===== src/rtl/debug_dump_sequencer.sv =====
// Post-halt state dump: register file, data memory and PC serialized LSB-first into the UART TX FIFO.
// Define DUMP_CHECKSUM_EN to append one XOR checksum byte after the PC word.
module debug_dump_sequencer #(
    parameter int DATA_SZ = 32,
    parameter int W       = 5,
    parameter int N_REGS  = 32,
    parameter int N_MEMS  = 32
) (
    input  logic               i_clk,
    input  logic               i_reset,
    input  logic               i_start,
    input  logic [DATA_SZ-1:0] i_register_data,
    input  logic [DATA_SZ-1:0] i_memory_data,
    input  logic [DATA_SZ-1:0] i_pc,
    input  logic               i_tx_full,
    output logic               o_wr_uart,
    output logic [7:0]         o_w_data,
    output logic [W-1:0]       o_addr,
    output logic               o_busy,
    output logic               o_done
);

    localparam int NB = DATA_SZ / 8;
    localparam int CW = $clog2(NB + 1);

    typedef enum logic [2:0] {
        IDLE,
        SET_ADDR,
        LATCH,
        SEND,
`ifdef DUMP_CHECKSUM_EN
        CHKSUM,
`endif
        DONE
    } state_t;

    typedef enum logic [1:0] {
        SEC_REGS,
        SEC_MEM,
        SEC_PC
    } section_t;

    state_t             state, state_next;
    section_t           section;
    logic [DATA_SZ-1:0] shift_reg;
    logic [CW-1:0]      byte_cnt;
    logic               word_done;
`ifdef DUMP_CHECKSUM_EN
    logic [7:0]         chk;
`endif

    // Last byte of the current word is leaving this cycle.
    assign word_done = (state == SEND) && !i_tx_full && (byte_cnt == CW'(NB - 1));

    always_ff @(posedge i_clk) begin
        if (i_reset) begin
            state <= IDLE;
        end else begin
            state <= state_next;
        end
    end

    always_comb begin
        state_next = state;
        case (state)
            IDLE:     if (i_start) state_next = SET_ADDR;
            SET_ADDR: state_next = LATCH;
            LATCH:    state_next = SEND;
            SEND: begin
                if (word_done) begin
                    if (section == SEC_PC) begin
`ifdef DUMP_CHECKSUM_EN
                        state_next = CHKSUM;
`else
                        state_next = DONE;
`endif
                    end else begin
                        state_next = SET_ADDR;
                    end
                end
            end
`ifdef DUMP_CHECKSUM_EN
            CHKSUM:   if (!i_tx_full) state_next = DONE;
`endif
            DONE:     state_next = IDLE;
            default:  state_next = IDLE;
        endcase
    end

    always_comb begin
        o_wr_uart = 1'b0;
        o_w_data  = 8'h00;
        o_busy    = (state != IDLE);
        o_done    = (state == DONE);
        case (state)
            SEND: begin
                o_wr_uart = !i_tx_full;
                o_w_data  = shift_reg[7:0];
            end
`ifdef DUMP_CHECKSUM_EN
            CHKSUM: begin
                o_wr_uart = !i_tx_full;
                o_w_data  = chk;
            end
`endif
            default: ;
        endcase
    end

    // Address walk, word capture and byte serialization.
    always_ff @(posedge i_clk) begin
        if (i_reset) begin
            o_addr    <= '0;
            section   <= SEC_REGS;
            shift_reg <= '0;
            byte_cnt  <= '0;
`ifdef DUMP_CHECKSUM_EN
            chk       <= 8'h00;
`endif
        end else begin
            case (state)
                IDLE: begin
                    if (i_start) begin
                        o_addr  <= '0;
                        section <= SEC_REGS;
`ifdef DUMP_CHECKSUM_EN
                        chk     <= 8'h00;
`endif
                    end
                end
                LATCH: begin
                    case (section)
                        SEC_REGS: shift_reg <= i_register_data;
                        SEC_MEM:  shift_reg <= i_memory_data;
                        default:  shift_reg <= i_pc;
                    endcase
                    byte_cnt <= '0;
                end
                SEND: begin
                    if (!i_tx_full) begin
                        shift_reg <= shift_reg >> 8;
                        byte_cnt  <= byte_cnt + CW'(1);
`ifdef DUMP_CHECKSUM_EN
                        chk       <= chk ^ shift_reg[7:0];
`endif
                    end
                    if (word_done) begin
                        case (section)
                            SEC_REGS: begin
                                if (o_addr == W'(N_REGS - 1)) begin
                                    section <= SEC_MEM;
                                    o_addr  <= '0;
                                end else begin
                                    o_addr <= o_addr + W'(1);
                                end
                            end
                            SEC_MEM: begin
                                if (o_addr == W'(N_MEMS - 1)) begin
                                    section <= SEC_PC;
                                    o_addr  <= '0;
                                end else begin
                                    o_addr <= o_addr + W'(1);
                                end
                            end
                            default: ;
                        endcase
                    end
                end
                DONE:    o_addr <= '0;
                default: ;
            endcase
        end
    end

endmodule

===== config.mk =====
export PLATFORM = sky130hd
export DESIGN_NAME = debug_dump_sequencer
export DESIGN_NICKNAME = d
export VERILOG_FILES = /design/src/rtl/debug_dump_sequencer.sv
export SDC_FILE = /design/constraint.sdc
export NUM_CORES = 1
export LEC_CHECK = 0
export CORE_MARGIN = 2
export CORE_UTILIZATION = 43
export CTS_BUF_LIST = sky130_fd_sc_hd__clkbuf_16
export DETAILED_ROUTE_END_ITERATION = 7
export PLACE_DENSITY = 0.89
export SLEW_MARGIN = 20
export SYNTH_ARGS = -nofsm -noshare
export SYNTH_HDL_FRONTEND = slang
export SYNTH_SLANG_ARGS = --single-unit
export TNS_END_PERCENT = 1

===== constraint.sdc =====
create_clock -name i_clk -period 1.95 [get_ports i_clk]
set_clock_uncertainty 0.05 [all_clocks]
set_input_delay 0.2925 -clock i_clk [delete_from_list [all_inputs] [get_ports i_clk]]
set_output_delay 0.2925 -clock i_clk [all_outputs]
set_load 0.1 [all_outputs]

== Word-level counts from Yosys, hierarchy flattened ==
Index checks and enable logic that the tools add are counted.

* Equal/unequal tests: 15
* Shift-type cells: 0
* Bitwise operators: 0
* Magnitude comparators: 0
* Reductions and logical operators: 14
* Div/mod/pow operators: 0
* Add/sub/neg operators: 2
* Multipliers: 0
* Multiplexer cells: 22

{| class="wikitable"
|+ Operator list
! operator !! number
|-
| one-hot mux 32 bit (2 select lines) || 2
|-
| 2-to-1 mux 32 bit || 1
|-
| 2-to-1 mux 5 bit || 4
|-
| one-hot mux 5 bit (3 select lines) || 1
|-
| 2-to-1 mux 3 bit || 4
|-
| one-hot mux 3 bit (4 select lines) || 1
|-
| == test 3 x 2 -> 1 bit, second input constant || 3
|-
| 2-to-1 mux 2 bit || 4
|-
| 2-to-1 mux 8 bit || 1
|-
| inequality test 2 bit, second input constant || 4
|-
| one-hot mux 2 bit (2 select lines) || 2
|-
| inequality test 3 bit, second input constant || 2
|-
| one-hot mux 3 bit (2 select lines) || 1
|-
| AND reduction 6 bit || 1
|-
| nonzero test 3 bit || 2
|-
| adder 5 x 1 -> 5 bit, second input constant || 1
|-
| == test 5 bit, second input constant || 1
|-
| AND reduction 2 bit || 2
|-
| AND reduction 4 bit || 1
|-
| nonzero test 2 bit || 2
|-
| adder 3 x 1 -> 3 bit, second input constant || 1
|-
| == test 3 x 1 -> 1 bit, second input constant || 1
|-
| == test 3 bit, second input constant || 1
|-
| zero test 3 bit || 1
|-
| other kinds (8) || 9
|}

* Logic and storage cells: 58
* Bits in read-only memories: 0
* Bits in latches: 0
* RAM bits: 0
* Memories kept: 0
* Register bits after elaboration: 45

== Logic depth before layout (Yosys ltp) ==
Gate-level depths: netlist of the first run.

* Depth in word-level cells: 5
* Mapped depth: 6
* Mapped depth without buffers: 6

== Least setup slack after synthesis of the first run ==
No wires, ideal clock.

* Path type: register to register
* From: register o_addr[0]
* To: register section[0]
* Data required time: 1783 ps
* Stages on the path, launching flop included: 6
* Clock period less this slack: 2149 ps
* Setup time: 117 ps
* Data arrival time: 1982 ps
* Setup slack: -199 ps
* Cells stage by stage: dfxtp_1 ha_1 and3_1 ha_1 nand3_1 a32o_1

* Word-level cells in the longest chain between the ends: 3
* Elaborated cells between the ends (all ways): 4

{| class="wikitable"
|+ RTL lines
! item !! line !! RTL
|-
| start: declaration || 18 || <nowiki>output logic [W-1:0] o_addr,</nowiki>
|-
| start signal: assignment || 154 || <nowiki>o_addr <= o_addr + W'(1);</nowiki>
|-
| start signal: assignment || 162 || <nowiki>o_addr <= o_addr + W'(1);</nowiki>
|-
| == test 5 bit * || 150, 158 ||
|-
| inequality test 3 bit (no line) || n/a ||
|-
| AND reduction 6 bit (no line) * || n/a ||
|-
| end signal: assignment || 125 || <nowiki>section <= SEC_REGS;</nowiki>
|-
| end signal: assignment || 151 || <nowiki>section <= SEC_MEM;</nowiki>
|-
| end signal: assignment || 159 || <nowiki>section <= SEC_PC;</nowiki>
|-
| end: declaration || 44 || <nowiki>section_t section;</nowiki>
|}

Every way passes the cells marked *; elsewhere a longest branch is shown, timed or not.
A chain may end at the register's enable or synchronous reset.

== Final worst setup path of the first run ==
* From: register state[1]
* To: output o_w_data[3]

* Word-level cells in the longest chain between the ends: 2

{| class="wikitable"
|+ RTL lines
! item !! line !! RTL
|-
| start: declaration || 43 || <nowiki>state_t state, state_next;</nowiki>
|-
| start signal: assignment || 59 || <nowiki>state <= state_next;</nowiki>
|-
| == test 3 x 2 -> 1 bit || 95 || <nowiki>case (state)</nowiki>
|-
| 2-to-1 mux 8 bit || 95 ||
|-
| end: declaration || 17 || <nowiki>output logic [7:0] o_w_data,</nowiki>
|}

No other way between the ends.

==> impl_metrics.py, run 1 <==
metrics = {
    "logic_synthesis": {
        "synth_top_area_share_pct": 33.68,
        "syn_nets": 427,
        "ys_async_sr_fraction_pct": 0,
        "synthFlopType": "dfxtp_1",
        "ys_types": 39,
        "seq_area_frac_synth_pct": 33.68,
        "syn_inst": 323,
        "synth_seq_cells": 45,
        "synthesis.area_um2": 2675,
        "synthTopCellsByArea": "dfxtp_1 34%, mux2i_1 12%, a311oi_1 7.9%",
        "post_synth.cell_area_avg_um2": 8.282,
        "yosysTopAreaCell": "dfxtp_1",
        "synth-edff-count": 0,
        "yosysWarnings": 0,
    },
    "layout": {
        "mostFrequentLayoutCell": "clkdlybuf4s50_1",
        "fin_cells": 505,
        "antenna_cells_inserted": 0,
        "nets": 533,
        "mostFrequentLayoutCells": "99 x clkdlybuf4s50_1, 53 x nand2_1, 42 x dfxtp_1, 38 x nor2_1, 32 x mux2i_1",
        "final_area_um2": 4140,
        "fillers": 484,
        "final_layout_size_suffix_gt1_share_pct": 10.93,
        "area_growth_pct": 54.77,
        "largest_register_ffs": 32,
    },
    "setup_path": {
        "cp.arrival_ns": 1.51,
        "critPathRequiredTime_ns": 1.61,
        "startpoint_type": "register",
        "timing.rr.start": "state[1]",
        "critPathTopFamily": "simple AND/OR/NAND/NOR gates",
        "ff2ff_path_depth": 4,
        "crit_path_end": "o_w_data[3]",
        "crit_slowest_cell": "dfxtp_1",
        "endpoint_kind": "output port",
        "startpoint": "state[1]",
        "r2r_end": "shift_reg[8]",
        "critical_path_depth": 3,
        "critical_path_buf_inv_count": 1,
        "crit_chain": "and3b_2, and2_1, buf_12",
        "r2r_slack_ns": 0.23,
        "critical_path_class": "register to output port",
        "path_max_fanout": 11,
        "critPathMaxStageDelay_ns": 0.48,
    },
    "floorplanning": {
        "coreArea_um2": 5956,
        "dieWidth_um": 82.88,
        "rows": 28,
        "start_util_pct": 44.92,
        "die_y_um": 82.88,
        "die_area_um2": 6868,
        "num_io_pins": 116,
    },
    "detailed_routing": {
        "routedLengthMet1_mm": 2.939,
        "wl_met2_mm": 3.849,
        "ant_nets": 0,
        "drc_errors": 0,
        "first_pass_iters": 4,
        "wl_per_cell_um": 14.58,
        "dr_wl_met3_um": 463,
        "wl_mm": 7.363,
        "vias": 2793,
        "vias_per_cell": 5.531,
        "drt_iter0_markers": 132,
        "highest_layer": "met4",
    },
    "sta": {
        "period_needed_ns": 1.850,
        "fin_crit_sh_pct": 94.88,
        "slew_viol_final": 0,
        "hold_slack_ns": 0.4215,
        "hold_violations": 0,
        "fmax_mhz": 540.5,
        "tightestPinTransition_ns": 0.5719,
        "slew_headroom_pct": 61.47,
        "finalWorstSetupSlack_ns": 0.09979,
        "setup_viol": 0,
        "rsz0062_at_grt": "false",
    },
    "run_status": {
        "status": "complete, no violations",
    },
    "cts": {
        "cts.sinks": 45,
        "cts_setup_buffers": 0,
        "clock_path_buffers": 2,
        "numCtsBuffers": 5,
        "clk_pin_slew_ns": 0.06,
        "htree_levels": 2,
        "insertion_delay_ns": 0.28,
        "cts_tree": "built",
        "cts_hold_buf": 0,
        "cts_resized": 0,
        "root_buffer": "clkbuf_16",
    },
    "power": {
        "peakVddDrop_mv": 0.3570,
        "power_uw": 2418,
        "pwr_density_cell_nw_per_um2": 584.0,
        "leakage_uw": 0.001481,
    },
    "placement": {
        "dpl-instance-area_um2": 3993,
        "place.port_buffers": 115,
        "dp_cells": 497,
        "dp_hpwl_mm": 5.629,
        "routabilityCongestion": 0.7735,
        "post-place-ws_ns": 0.05558,
    },
    "global_route": {
        "grt_use_total_pct": 21.63,
        "grt_pass1_vias": 2740,
        "grt_max_degree": 41,
        "grt-ovfl-total": 0,
        "antenna_found_initial": 0,
        "grt_pass1_wl_mm": 12.46,
    },
    "hold_path": {
        "hp-class": "register to register",
    },
    "job": {
        "maxCapViolCount": 0,
    },
}
[final cells by class]
class	count	area, um2	share of cell area, %
Timing Repair Buffer	128	1396	33.73
Tap cell	75	93.84	2.267
Clock buffer	5	125.1	3.022
Inverter	3	11.26	0.2720
Sequential cell	45	904.6	21.85
Clock inverter	3	21.27	0.5138
Multi-Input combinational cell	246	1588	38.35
[worst register-to-register path, delay by kind of cell, from the launching register on]
| kind | cells | cell delay [ns] |
|---|---|---|
| AO/OA/AOI/OAI | 1 | 0.37 |
| buffers and inverters | 1 | 0.26 |
| flip-flops | 1 | 0.48 |
| AND/OR/NAND/NOR | 2 | 0.45 |
[where the power goes]
part / switching (uW) / internal [uW] / leakage [uW] / total (uW)
combinational: 250 / 321 / 0.00104 / 572
clock: 349 / 477 / 0.0000718 / 825
sequential: 35.7 / 986 / 0.000369 / 1020
total: 635 / 1780 / 0.00148 / 2420
[worst min-delay path by stage]
stage	from	end	slack, ns	depth (start not counted)
6_report	shift_reg[27]	shift_reg[27]	0.42	1
2_1_floorplan	shift_reg[24]	shift_reg[24]	0.38	1
4_1_cts	shift_reg[31]	shift_reg[31]	0.42	1
3_3_place_gp	byte_cnt[1]	byte_cnt[1]	0.39	2
3_5_place_dp	shift_reg[31]	shift_reg[31]	0.40	1
5_1_grt	shift_reg[31]	shift_reg[31]	0.43	1
[cell usage after synthesis, drive strengths merged (2+ instances only)]
cell and instances:
nand2 53, dfxtp 45, nor2 40, mux2i 32, a311oi 24, o211ai 24
buf 20, a21oi 14, and2 10, clkbuf 9, nand3 8, o2bb2ai 8
nor3 5, ha 4, nand4b 4, inv 3, and3 2, nand3b 2
nor4 2
[cell families after synthesis]
group,count (synthesis),synth area share [%]
flip-flops,45,33.68
AO/OA/AOI/OAI,77,22.26
buffers and inverters,32,7.062
adder cells (fa/ha/maj),4,1.871
AND/OR/NAND/NOR,133,23.15
multiplexers,32,11.97
[stage by stage]
| stage | setup TNS (ns) | util, % |
|---|---|---|
| 2_1_floorplan | -0.7257 | - |
| 3_3_place_gp | 0 | 67.04 |
| 3_5_place_dp | 0 | 67.04 |
| 4_1_cts | 0 | 69.50 |
| 5_1_grt | 0 | 69.52 |
| 6_report | 0 | 69.52 |
[metal layers]
layer	vias up	track usage [%]
li1	1404	-
met1	1263	25.72
met2	116	38.86
met3	10	4.374
met4	0	6.855
met5	-	0
Note: power is estimated with default switching activity, not from simulation.
==> run 2, diff against run 1 <==
- TNS_END_PERCENT: 1 -> 10
==> results of run 2 <==
No change in the layout: final DEF, timing and power equal those of run 1.
==> run 3, diff against run 2 <==
- CAP_MARGIN: not set -> 20
==> results of run 3 <==
No change in the layout: final DEF, timing and power equal those of run 1.
